## src/rtl/alu_pkg.sv

```systemverilog
// rtl/alu_pkg.sv - shared ALU opcodes, sequencer state encoding and error byte
// Optional opcode checking in alu_rx_interface is enabled by ALU_IF_OPCHECK_EN.
package alu_pkg;

   localparam logic [5:0] ADD = 6'b100000;
   localparam logic [5:0] SUB = 6'b100010;
   localparam logic [5:0] AND = 6'b100100;
   localparam logic [5:0] OR  = 6'b100101;
   localparam logic [5:0] XOR = 6'b100110;
   localparam logic [5:0] SRA = 6'b000011;
   localparam logic [5:0] SRL = 6'b000010;
   localparam logic [5:0] NOR = 6'b100111;

   localparam logic [7:0] ERR_BYTE = 8'hFF;

   typedef enum logic [2:0] {
      WAIT_A  = 3'd0,
      WAIT_B  = 3'd1,
      WAIT_OP = 3'd2,
      EXEC    = 3'd3,
      SEND    = 3'd4
   } state_t;

   function automatic logic is_legal_op(input logic [5:0] op);
      case (op)
         ADD, SUB, AND, OR, XOR, SRA, SRL, NOR: is_legal_op = 1'b1;
         default:                               is_legal_op = 1'b0;
      endcase
   endfunction

endpackage

```

## src/rtl/alu_rx_interface.sv

```systemverilog
// rtl/alu_rx_interface.sv - collects A, B, opcode bytes for the ALU and sends the result byte
// Define ALU_IF_OPCHECK_EN to reject illegal opcodes with an error byte and error flag.
module alu_rx_interface
   import alu_pkg::*;
#(
   parameter int NB_DATA = 8,
   parameter int NB_IN   = 8,
   parameter int NB_OUT  = 8,
   parameter int NB_CODE = 6
) (
   input  logic               clk,
   input  logic               reset,
   input  logic [NB_DATA-1:0] rx_data,
   input  logic               rx_done,
   output logic [NB_IN-1:0]   dato1,
   output logic [NB_IN-1:0]   dato2,
   output logic [NB_CODE-1:0] op_code,
   input  logic [NB_OUT-1:0]  salida,
   output logic [NB_DATA-1:0] tx_data,
   output logic               tx_start,
   input  logic               tx_busy,
   output logic               ready,
   output logic               error
);

   state_t state, state_next;

   always_ff @(posedge clk) begin
      if (reset) state <= WAIT_A;
      else       state <= state_next;
   end

   // Bytes arriving in EXEC or SEND are dropped simply by not advancing.
   always_comb begin
      state_next = state;
      case (state)
         WAIT_A:  if (rx_done)  state_next = WAIT_B;
         WAIT_B:  if (rx_done)  state_next = WAIT_OP;
         WAIT_OP: if (rx_done)  state_next = EXEC;
         EXEC:                  state_next = SEND;
         SEND:    if (!tx_busy) state_next = WAIT_A;
         default:               state_next = WAIT_A;
      endcase
   end

   assign ready = (state == WAIT_A) || (state == WAIT_B) || (state == WAIT_OP);

`ifdef ALU_IF_OPCHECK_EN
   logic bad_op;

   always_ff @(posedge clk) begin
      if (reset) begin
         dato1    <= '0;
         dato2    <= '0;
         op_code  <= '0;
         tx_data  <= '0;
         tx_start <= 1'b0;
         error    <= 1'b0;
         bad_op   <= 1'b0;
      end else begin
         tx_start <= 1'b0;
         case (state)
            WAIT_A: if (rx_done) begin
               dato1 <= rx_data[NB_IN-1:0];
               error <= 1'b0;
            end
            WAIT_B: if (rx_done) dato2 <= rx_data[NB_IN-1:0];
            WAIT_OP: if (rx_done) begin
               // An illegal opcode never reaches the ALU; the last legal one stays applied.
               bad_op <= !is_legal_op(6'(rx_data[NB_CODE-1:0]));
               if (is_legal_op(6'(rx_data[NB_CODE-1:0])))
                  op_code <= rx_data[NB_CODE-1:0];
            end
            EXEC: begin
               tx_data <= bad_op ? NB_DATA'(ERR_BYTE) : NB_DATA'(salida);
               error   <= bad_op;
            end
            SEND: if (!tx_busy) tx_start <= 1'b1;
            default: ;
         endcase
      end
   end
`else
   assign error = 1'b0;

   always_ff @(posedge clk) begin
      if (reset) begin
         dato1    <= '0;
         dato2    <= '0;
         op_code  <= '0;
         tx_data  <= '0;
         tx_start <= 1'b0;
      end else begin
         tx_start <= 1'b0;
         case (state)
            WAIT_A:  if (rx_done) dato1   <= rx_data[NB_IN-1:0];
            WAIT_B:  if (rx_done) dato2   <= rx_data[NB_IN-1:0];
            WAIT_OP: if (rx_done) op_code <= rx_data[NB_CODE-1:0];
            EXEC:    tx_data <= NB_DATA'(salida);
            SEND:    if (!tx_busy) tx_start <= 1'b1;
            default: ;
         endcase
      end
   end
`endif

endmodule

```

## config.mk

```make
export PLATFORM = sky130hd
export DESIGN_NAME = alu_rx_interface
export DESIGN_NICKNAME = d
export VERILOG_FILES = /design/src/rtl/alu_pkg.sv /design/src/rtl/alu_rx_interface.sv
export SDC_FILE = /design/constraint.sdc
export NUM_CORES = 1
export LEC_CHECK = 0
export CAP_MARGIN = 20
export CORE_MARGIN = 10
export CORE_UTILIZATION = 47
export CTS_CLUSTER_DIAMETER = 40
export DETAILED_ROUTE_END_ITERATION = 8
export GPL_ROUTABILITY_DRIVEN = 0
export PLACE_DENSITY = 0.9
export SETUP_SLACK_MARGIN = 0.02
export SYNTH_ARGS = -nofsm -noshare
export SYNTH_HDL_FRONTEND = slang
export SYNTH_SLANG_ARGS = --single-unit
```

## constraint.sdc

```tcl
create_clock -name clk -period 2.6 [get_ports clk]
set_clock_uncertainty 0.05 [all_clocks]
set_input_delay 0.52 -clock clk [delete_from_list [all_inputs] [get_ports clk]]
set_output_delay 0.52 -clock clk [all_outputs]
set_load 0.02 [all_outputs]
```

==> flow_summary_export.csv, run 1 <==
group,metric,value,unit
route,avgRoutedWirePerCell,15.58,µm
grt,track_usage,0.1277,
final_layout,layout.nets,208,
final_layout,n_antenna_cell,0,
clock_tree,cts_setup_buffers,0,
floorplanning,placementRows,20,
power_and_ir_drop,power.leakage,0.7997,nW
logic_synthesis,syn-num-nets,160,
sta,hold_violations,0,
clock_tree,cts_max_path_buffers,2,
power_and_ir_drop,power.density,501.1,nW/µm²
clock_tree,cts_sinks,34,
final_layout,area_growth,39.63,%
run,cap_viol_max_count,0,
route,postRouteAntennaNets,0,
grt,grt_pass1_vias,1191,
power_and_ir_drop,ir_drop,0.0002889,V
final_layout,fill_cells,251,
final_layout,drive_above_1_share,0.06349,
sta,drv_slew,0,
sta,period_share,0.8261,
route,via_count,1115,
logic_synthesis,synth_cell_types,19,
setup_path,crit_fanout,12,
setup_path,timing.rr.start,"state[0]",
clock_tree,clock_latency,0.33,ns
grt,gr-total-overflow,0,
floorplanning,die-area,5787,µm²
clock_tree,cts_tree,"yes",
setup_path,crit_type,"flip-flop to primary output",
final_layout,mostFrequentLayoutCell,"clkdlybuf4s50_1",
logic_synthesis,avgSynthCellArea,10.55,µm²
sta,hold_ws,0.4302,ns
grt,antenna_found_initial,0,
min_path,hold_class,"flip-flop to flip-flop",
final_layout,final_util,0.6814,
logic_synthesis,synth_seq_cells,34,
route,drc,0,
floorplanning,fp.dieH,76.07,µm
run_status,status,"finished, final reports clean",
clock_tree,htree_levels,2,
clock_tree,cts_root_buffer,"clkbuf_4",
final_layout,seqCellArea,680.7,µm²
floorplanning,core_area,3028,µm²
min_path,min-delay-start,"tx_data[4]",
floorplanning,initial_core_util,0.4880,
floorplanning,ioPinCount,53,
setup_path,endpoint_kind,"primary output",
sta,rsz0062_at_grt,"no",
sta,fmax,465.6,MHz
setup_path,crit_arrival,1.58,ns
grt,grt_pass1_wl,5.954,mm
placed_design,dpl.hpwl,2.838,mm
setup_path,crit_start,"state[1]",
final_layout,multiInputGateArea,742.0,µm²
clock_tree,clkTransAtPathRegs,0.10,ns
setup_path,timing.critical_path.required,2.03,ns
placed_design,port_buffers,51,
route,routed_wl,3.631,mm
clock_tree,holdBufCountCts,0,
route,drt_iter0_markers,66,
sta,final.min_clock_period,2.148,ns
setup_path,critPathLaunchType,"flip-flop",
grt,grt_max_degree,26,
clock_tree,cts_buffers,5,
sta,slew_headroom,0.5530,
logic_synthesis,syn_area,1478,µm²
sta,setup_tns,0,ns
floorplanning,die_w,76.07,µm
clock_tree,cts_resized,0,
placed_design,place_ws,0.4452,ns
sta,setup_viol,0,
sta,worstMarginPinSlew,0.6687,ns
route,avgViaCountPerCell,4.785,
logic_synthesis,ys_seq_area_frac,0.4606,
route,dr.pass1.iters,4,
final_layout,layout_common_cells,"51 x clkdlybuf4s50_1, 49 x nand2b_1, 34 x dfxtp_1, 30 x mux2i_1, 5 x clkbuf_4",
sta,fin_ws,0.4521,ns
logic_synthesis,synthCells,140,
logic_synthesis,yosys_warnings,0,
[final timing paths]
check	to	slack, ns	cells past startpoint
max	ready	0.45	2
min	tx_data[4]	0.43	2
max reg2reg	dato2[1]	1.04	2
min reg2reg	tx_data[4]	0.43	2
[registers in the layout, summed over array words and instances (netlist names)]
register,flops
dato1,8
dato2,8
tx_start,1
op_code,6
state,3
tx_data,8
[per-layer routing]
layer  GRT usage  part of all wire
met5           0                 0
met4     0.03903             0.013
met3     0.06840             0.074
met2      0.2245              0.53
met1      0.1265              0.39
[where the power goes]
part	switching [mW]	leakage (nW)	total [mW]	internal (mW)
registers	0.0160	0.276	0.556	0.540
logic	0.0729	0.488	0.166	0.0933
clock network	0.180	0.0353	0.311	0.131
[metrics by stage]
| stage | cells | area [µm²] | power, mW |
|---|---|---|---|
| after global placement | 225 | 2003 | 0.7293 |
| after floorplan | 140 | 1478 | 0.6558 |
| after detailed placement | 225 | 2003 | 0.7351 |
| after global routing | 233 | 2063 | 1.078 |
| after CTS | 233 | 2063 | 1.043 |
| final | 233 | 2063 | 1.034 |
[cells by family after synthesis]
logic type | synth area share
buf+inv | 0.03725
flops | 0.4606
other cells | 0.002538
mux | 0.2032
compound gates | 0.02032
simple gates | 0.2760
[synthesized netlist by cell type (all sizes together)]
cell type | instances | area (µm²)
o21ba | 1 | 10.01
nor4b | 1 | 15.01
nand2b | 49 | 306.5
or4b | 1 | 10.01
nor4bb | 1 | 10.01
or3b | 1 | 8.760
a211oi | 2 | 15.01
nand3b | 1 | 7.510
clkbuf | 6 | 22.52
nand4bb | 2 | 22.52
a21oi | 1 | 5.000
dfxtp | 34 | 680.7
buf | 6 | 32.53
and4bb | 1 | 12.51
nor4 | 1 | 6.260
conb | 1 | 3.750
mux2i | 30 | 300.3
and3b | 1 | 8.760
[worst max-delay path, cell delays in order (launching register included)]
cell,delay [ns]
dfxtp_1,0.42
a21oi_1,0.18
clkdlybuf4s50_1,0.63
[final cells by class]
| class | instances | share of cell area |
|---|---|---|
| Multi-Input combinational cell | 94 | 0.3596 |
| Sequential cell | 34 | 0.3299 |
| Timing Repair Buffer | 53 | 0.2547 |
| Clock buffer | 7 | 0.02668 |
| Tap cell | 44 | 0.02668 |
| Clock inverter | 1 | 0.002426 |
(Power assumes the default switching activity.)
==> inputs of run 2 (changes only) <==
- CORE_UTILIZATION: 47 -> 44
- PLACE_DENSITY: 0.9 -> 0.86
- clock period: 2.6 -> 2 ns (I/O delays scaled with it)
==> run 2 against run 1 <==
Net effect: power increased by 25%; non-clock buffer count increased by 5; worst setup slack got worse by 0.21 ns; highest routed layer unchanged; critical endpoint is now dato1[2].
==> flow_summary_export.csv, run 2 (synthesis gave the netlist of run 1 again) <==
group,metric,value,unit
run_status,status,"finished, final reports clean",
grt,antenna_found_initial,0,
final_layout,mostFrequentLayoutCell,"clkdlybuf4s50_1",
final_layout,fill_cells,247,
sta,hold_violations,0,
sta,setup_viol,0,
route,drc,0,
sta,slew_headroom,0.6523,
route,avgViaCountPerCell,4.776,
power_and_ir_drop,power.density,618.9,nW/µm²
sta,setup_tns,0,ns
grt,track_usage,0.1121,
final_layout,layout.nets,213,
sta,fmax,567.3,MHz
grt,grt_pass1_vias,1193,
setup_path,cp_top_family,"buffers and inverters",
power_and_ir_drop,ir_drop,0.0004219,V
clock_tree,cts_tree,"yes",
grt,gr-total-overflow,0,
clock_tree,htree_levels,2,
power_and_ir_drop,p_int,0.9633,mW
min_path,hold_class,"flip-flop to flip-flop",
setup_path,r2r_end,"dato1[7]",
final_layout,area_growth,41.07,%
setup_path,reg2reg_slack,0.53,ns
route,routed_wl,3.540,mm
placed_design,port_buffers,51,
run,cap_viol_max_count,0,
grt,grt_pass1_wl,5.602,mm
final_layout,n_antenna_cell,0,
final_layout,final_util,0.6664,
setup_path,slowest_stage,"clkdlybuf4s50_1",
setup_path,endpoint_kind,"primary output",
placed_design,place_ws,0.2169,ns
final_layout,largest_registers,"dato1 (8), dato2 (8), tx_data (8)",
route,drt_iter0_markers,75,
power_and_ir_drop,clockPowerShare,0.267,
sta,final.min_clock_period,1.763,ns
route,avgRoutedWirePerCell,14.94,µm
clock_tree,cts_max_path_buffers,2,
power_and_ir_drop,power.switching,0.3269,mW
clock_tree,holdBufCountCts,0,
setup_path,timing.rr.start,"state[0]",
floorplanning,placementRows,20,
route,via_count,1132,
setup_path,crit_fanout,2,
final_layout,drive_above_1_share,0.07772,
floorplanning,ioPinCount,53,
floorplanning,die_w,77.95,µm
power_and_ir_drop,swShare,0.2534,
min_path,whs_path_depth,2,
setup_path,crit_arrival,1.31,ns
setup_path,worstPathCellList,"clkdlybuf4s50_1",
route,dr.pass1.iters,7,
placed_design,dpl.hpwl,2.748,mm
floorplanning,initial_core_util,0.4724,
grt,busiest_layer,"met2",
setup_path,timing.critical_path.required,1.55,ns
sta,fin_ws,0.2371,ns
power_and_ir_drop,power.leakage,0.8124,nW
power_and_ir_drop,power,1.290,mW
grt,grt_max_degree,26,
sta,period_share,0.8814,
grt,met1_usage,0.1104,
floorplanning,die-area,6076,µm²
setup_path,crit_type,"flip-flop to primary output",
sta,worstMarginPinSlew,0.5216,ns
power_and_ir_drop,seqPwrFrac,0.556,
final_layout,layout_common_cells,"50 x clkdlybuf4s50_1, 49 x nand2b_1, 34 x dfxtp_1, 30 x mux2i_1, 7 x buf_4",
route,postRouteAntennaNets,0,
clock_tree,cts_sinks,34,
floorplanning,fp.dieH,77.95,µm
sta,rsz0062_at_grt,"no",
setup_path,r2r_cells,3,
grt,met3_usage,0.05876,
clock_tree,cts_root_buffer,"clkbuf_4",
setup_path,cpPeakStageDelay,0.62,ns
clock_tree,clkTransAtPathRegs,0.10,ns
sta,drv_slew,0,
clock_tree,cts_buffers,5,
clock_tree,clock_latency,0.33,ns
min_path,min_to,"op_code[5]",
setup_path,critPathLaunchType,"flip-flop",
grt,met2_usage,0.2007,
floorplanning,core_area,3128,µm²
power_and_ir_drop,pwr-share-comb,0.177,
min_path,min-delay-start,"op_code[5]",
setup_path,cp.buffers_inverters,1,
run 2: cell count changes in the layout (fill, tap and decap cells not counted):
cell	delta
dlygate4sd2_1	+1
clkinv_2	-1
buf_4	+5
clkbuf_1	+1
clkbuf_8	-1
clkdlybuf4s50_1	-1
run 2: how the worst max path moves through the flow:
stage	from	to	slack, ns	cells after the start
floorplan	state[0]	dato1[2]	0.71	3
global placement	rx_done	dato1[1]	0.24	3
detailed placement	rx_done	dato1[7]	0.22	3
CTS	dato2[2]	dato2[2]	0.22	1
global route	state[2]	ready	0.17	2
finish	dato1[2]	dato1[2]	0.24	1
run 2: per-layer routing:
layer / up-vias / share of wire
li1: 573 / -
met1: 530 / 0.40
met2: 25 / 0.52
met3: 4 / 0.075
met4: 0 / 0.0099
met5: - / 0
run 2: repair_timing:
item	CTS	global route
endpoints found under the setup margin	1	0
buffers inserted	0	0
gates resized for setup	1	0
run 2: stage by stage:
stage	cells	instance area, µm²	hold slack [ns]
floorplan	140	1478	0.4960
global placement	230	2041	0.4076
detailed placement	230	2041	0.4206
CTS	237	2085	0.4341
global route	237	2085	0.4530
finish	237	2085	0.4295
run 2: power by group through the flow:
stage               Clock, mW  Sequential, mW  Combinational, mW
finish                  0.344           0.717              0.228
global route            0.377           0.721              0.244
CTS                     0.352           0.718              0.231
global placement            0           0.731              0.225
detailed placement          0           0.733              0.230
floorplan                   0           0.758             0.0942
run 2: cell type report:
class	count	area [µm²]	area share
Clock buffer	7	45.04	0.02161
Sequential cell	34	680.7	0.3265
Timing Repair Buffer	58	561.8	0.2695
Tap cell	44	55.05	0.02641
Multi-Input combinational cell	94	742.0	0.3559
==> inputs of run 3 (changes only) <==
- CTS_BUF_LIST: default -> sky130_fd_sc_hd__clkbuf_16
==> run 3 against run 2 <==
Net effect: sequential share of layout area down 1.4 points; non-clock buffer count unchanged; final cell count did not move; clock power up 100%; sequential cell count stayed put; largest power group unchanged.
==> flow_summary_export.csv, run 3 (synthesis gave the netlist of run 1 again) <==
group,metric,value,unit
clock_tree,clkTransAtPathRegs,0.05,ns
route,via_count,1130,
setup_path,cp_top_family,"buffers and inverters",
setup_path,crit_arrival,1.24,ns
final_layout,largest_registers,"dato1 (8), dato2 (8), tx_data (8)",
final_layout,layout_common_cells,"50 x clkdlybuf4s50_1, 49 x nand2b_1, 34 x dfxtp_1, 30 x mux2i_1, 7 x buf_4",
floorplanning,ioPinCount,53,
min_path,whs_path_depth,2,
setup_path,cp.depth,1,
run_status,status,"finished, final reports clean",
setup_path,timing.rr.start,"state[0]",
clock_tree,cts_root_buffer,"clkbuf_16",
placed_design,place_ws,0.2169,ns
power_and_ir_drop,power.leakage,0.8614,nW
setup_path,r2r_cells,3,
floorplanning,die-area,6076,µm²
sta,final.min_clock_period,1.691,ns
sta,worstMarginPinSlew,0.5332,ns
clock_tree,htree_levels,2,
sta,hold_violations,0,
floorplanning,fp.dieH,77.95,µm
route,dr.pass1.iters,4,
setup_path,critPathLaunchType,"flip-flop",
route,drc,0,
final_layout,fin_cells,237,
grt,grt_pass1_vias,1200,
floorplanning,placementRows,20,
setup_path,reg2reg_slack,0.56,ns
route,avgRoutedWirePerCell,15.13,µm
sta,fmax,591.4,MHz
clock_tree,cts_max_path_buffers,2,
run,cap_viol_max_count,0,
floorplanning,core_area,3128,µm²
clock_tree,cts_buffers,5,
setup_path,crit_start,"dato1[2]",
grt,track_usage,0.1154,
setup_path,r2r_end,"dato1[7]",
route,avgViaCountPerCell,4.768,
setup_path,cpPeakStageDelay,0.62,ns
sta,drv_slew,0,
sta,slew_headroom,0.6445,
setup_path,worstPathCellList,"clkdlybuf4s50_1",
route,postRouteAntennaNets,0,
sta,rsz0062_at_grt,"no",
setup_path,setup.worst_path.end,"dato1[2]",
clock_tree,cts_sinks,34,
floorplanning,initial_core_util,0.4724,
final_layout,mostFrequentLayoutCell,"clkdlybuf4s50_1",
sta,setup_tns,0,ns
placed_design,place_inst,230,
clock_tree,cts_tree,"yes",
route,routed_wl,3.586,mm
sta,period_share,0.8455,
clock_tree,clock_latency,0.27,ns
power_and_ir_drop,ir_drop,0.0005063,V
setup_path,cp.buffers_inverters,1,
setup_path,timing.critical_path.required,1.55,ns
final_layout,area_growth,47.25,%
setup_path,crit_type,"flip-flop to primary output",
grt,antenna_found_initial,0,
final_layout,layout.nets,213,
power_and_ir_drop,power.density,757.0,nW/µm²
final_layout,final_util,0.6956,
sta,setup_viol,0,
final_layout,n_antenna_cell,0,
grt,grt_pass1_wl,5.713,mm
setup_path,endpoint_kind,"primary output",
setup_path,crit_fanout,2,
grt,gr-total-overflow,0,
sta,fin_ws,0.3091,ns
grt,grt_max_degree,26,
floorplanning,die_w,77.95,µm
final_layout,drive_above_1_share,0.07772,
placed_design,dpl.hpwl,2.748,mm
min_path,hold_class,"flip-flop to flip-flop",
final_layout,fill_cells,236,
route,drt_iter0_markers,74,
setup_path,slowest_stage,"clkdlybuf4s50_1",
placed_design,port_buffers,51,
==> run 3: cell count changes in the layout (fill, tap and decap cells not counted), sizes merged <==
cell,previous run,this run
clkbuf,7,5
inv,0,2
dlygate4sd2,1,0
dlymetal6s2s,0,1
==> run 3: area by class of cell <==
class	count	area, µm²	share of cell area
clock inverters	2	7.507	0.003450
clock buffers	5	125.1	0.05750
well taps	44	55.05	0.02530
flip-flops and latches	34	680.7	0.3128
repair buffers	58	565.5	0.2599
multi-input cells	94	742.0	0.3410
==> run 3: power breakdown <==
group	total, mW	internal [mW]	switching [mW]
registers	0.719	0.705	0.0147
clock network	0.698	0.444	0.255
logic	0.229	0.129	0.101
==> run 3: worst reg2reg max path: cells and delay by family, from the launching register on <==
| kind | cells | cell delay (ns) |
|---|---|---|
| buffers and inverters | 1 | 0.17 |
| flip-flops | 1 | 0.31 |
| multiplexers | 1 | 0.17 |
| AND/OR/NAND/NOR | 1 | 0.64 |
==> run 3: what timing repair did <==
action                     4_1_cts  5_1_grt
hold buffers                     0        0
resized for setup                0        1
setup endpoints to repair        0        1
setup buffers                    0        0
==> run 3: worst min path at each step <==
stage	from	to	slack (ns)
after floorplan	dato1[2]	dato1[2]	0.50
after global placement	tx_data[4]	tx_data[4]	0.41
after detailed placement	op_code[5]	op_code[5]	0.42
after CTS	op_code[5]	op_code[5]	0.43
after global routing	tx_data[2]	tx_data[2]	0.45
final	op_code[5]	op_code[5]	0.42
==> run 3: stage by stage <==
step | area [µm²] | hold WS [ns] | power, mW
CTS | 2173 | 0.4274 | 1.658
detailed placement | 2041 | 0.4206 | 0.9632
floorplan | 1478 | 0.4960 | 0.8525
global placement | 2041 | 0.4076 | 0.9563
finish | 2176 | 0.4234 | 1.647
global route | 2176 | 0.4452 | 1.705
==> run 3: per-layer routing <==
layer | GRT usage | vias to the layer above | wire, µm
met3 | 0.05530 | 7 | 271
met2 | 0.2023 | 25 | 1885
met1 | 0.1164 | 525 | 1386
li1 | - | 573 | -
met4 | 0.04301 | 0 | 43
met5 | 0 | - | 0
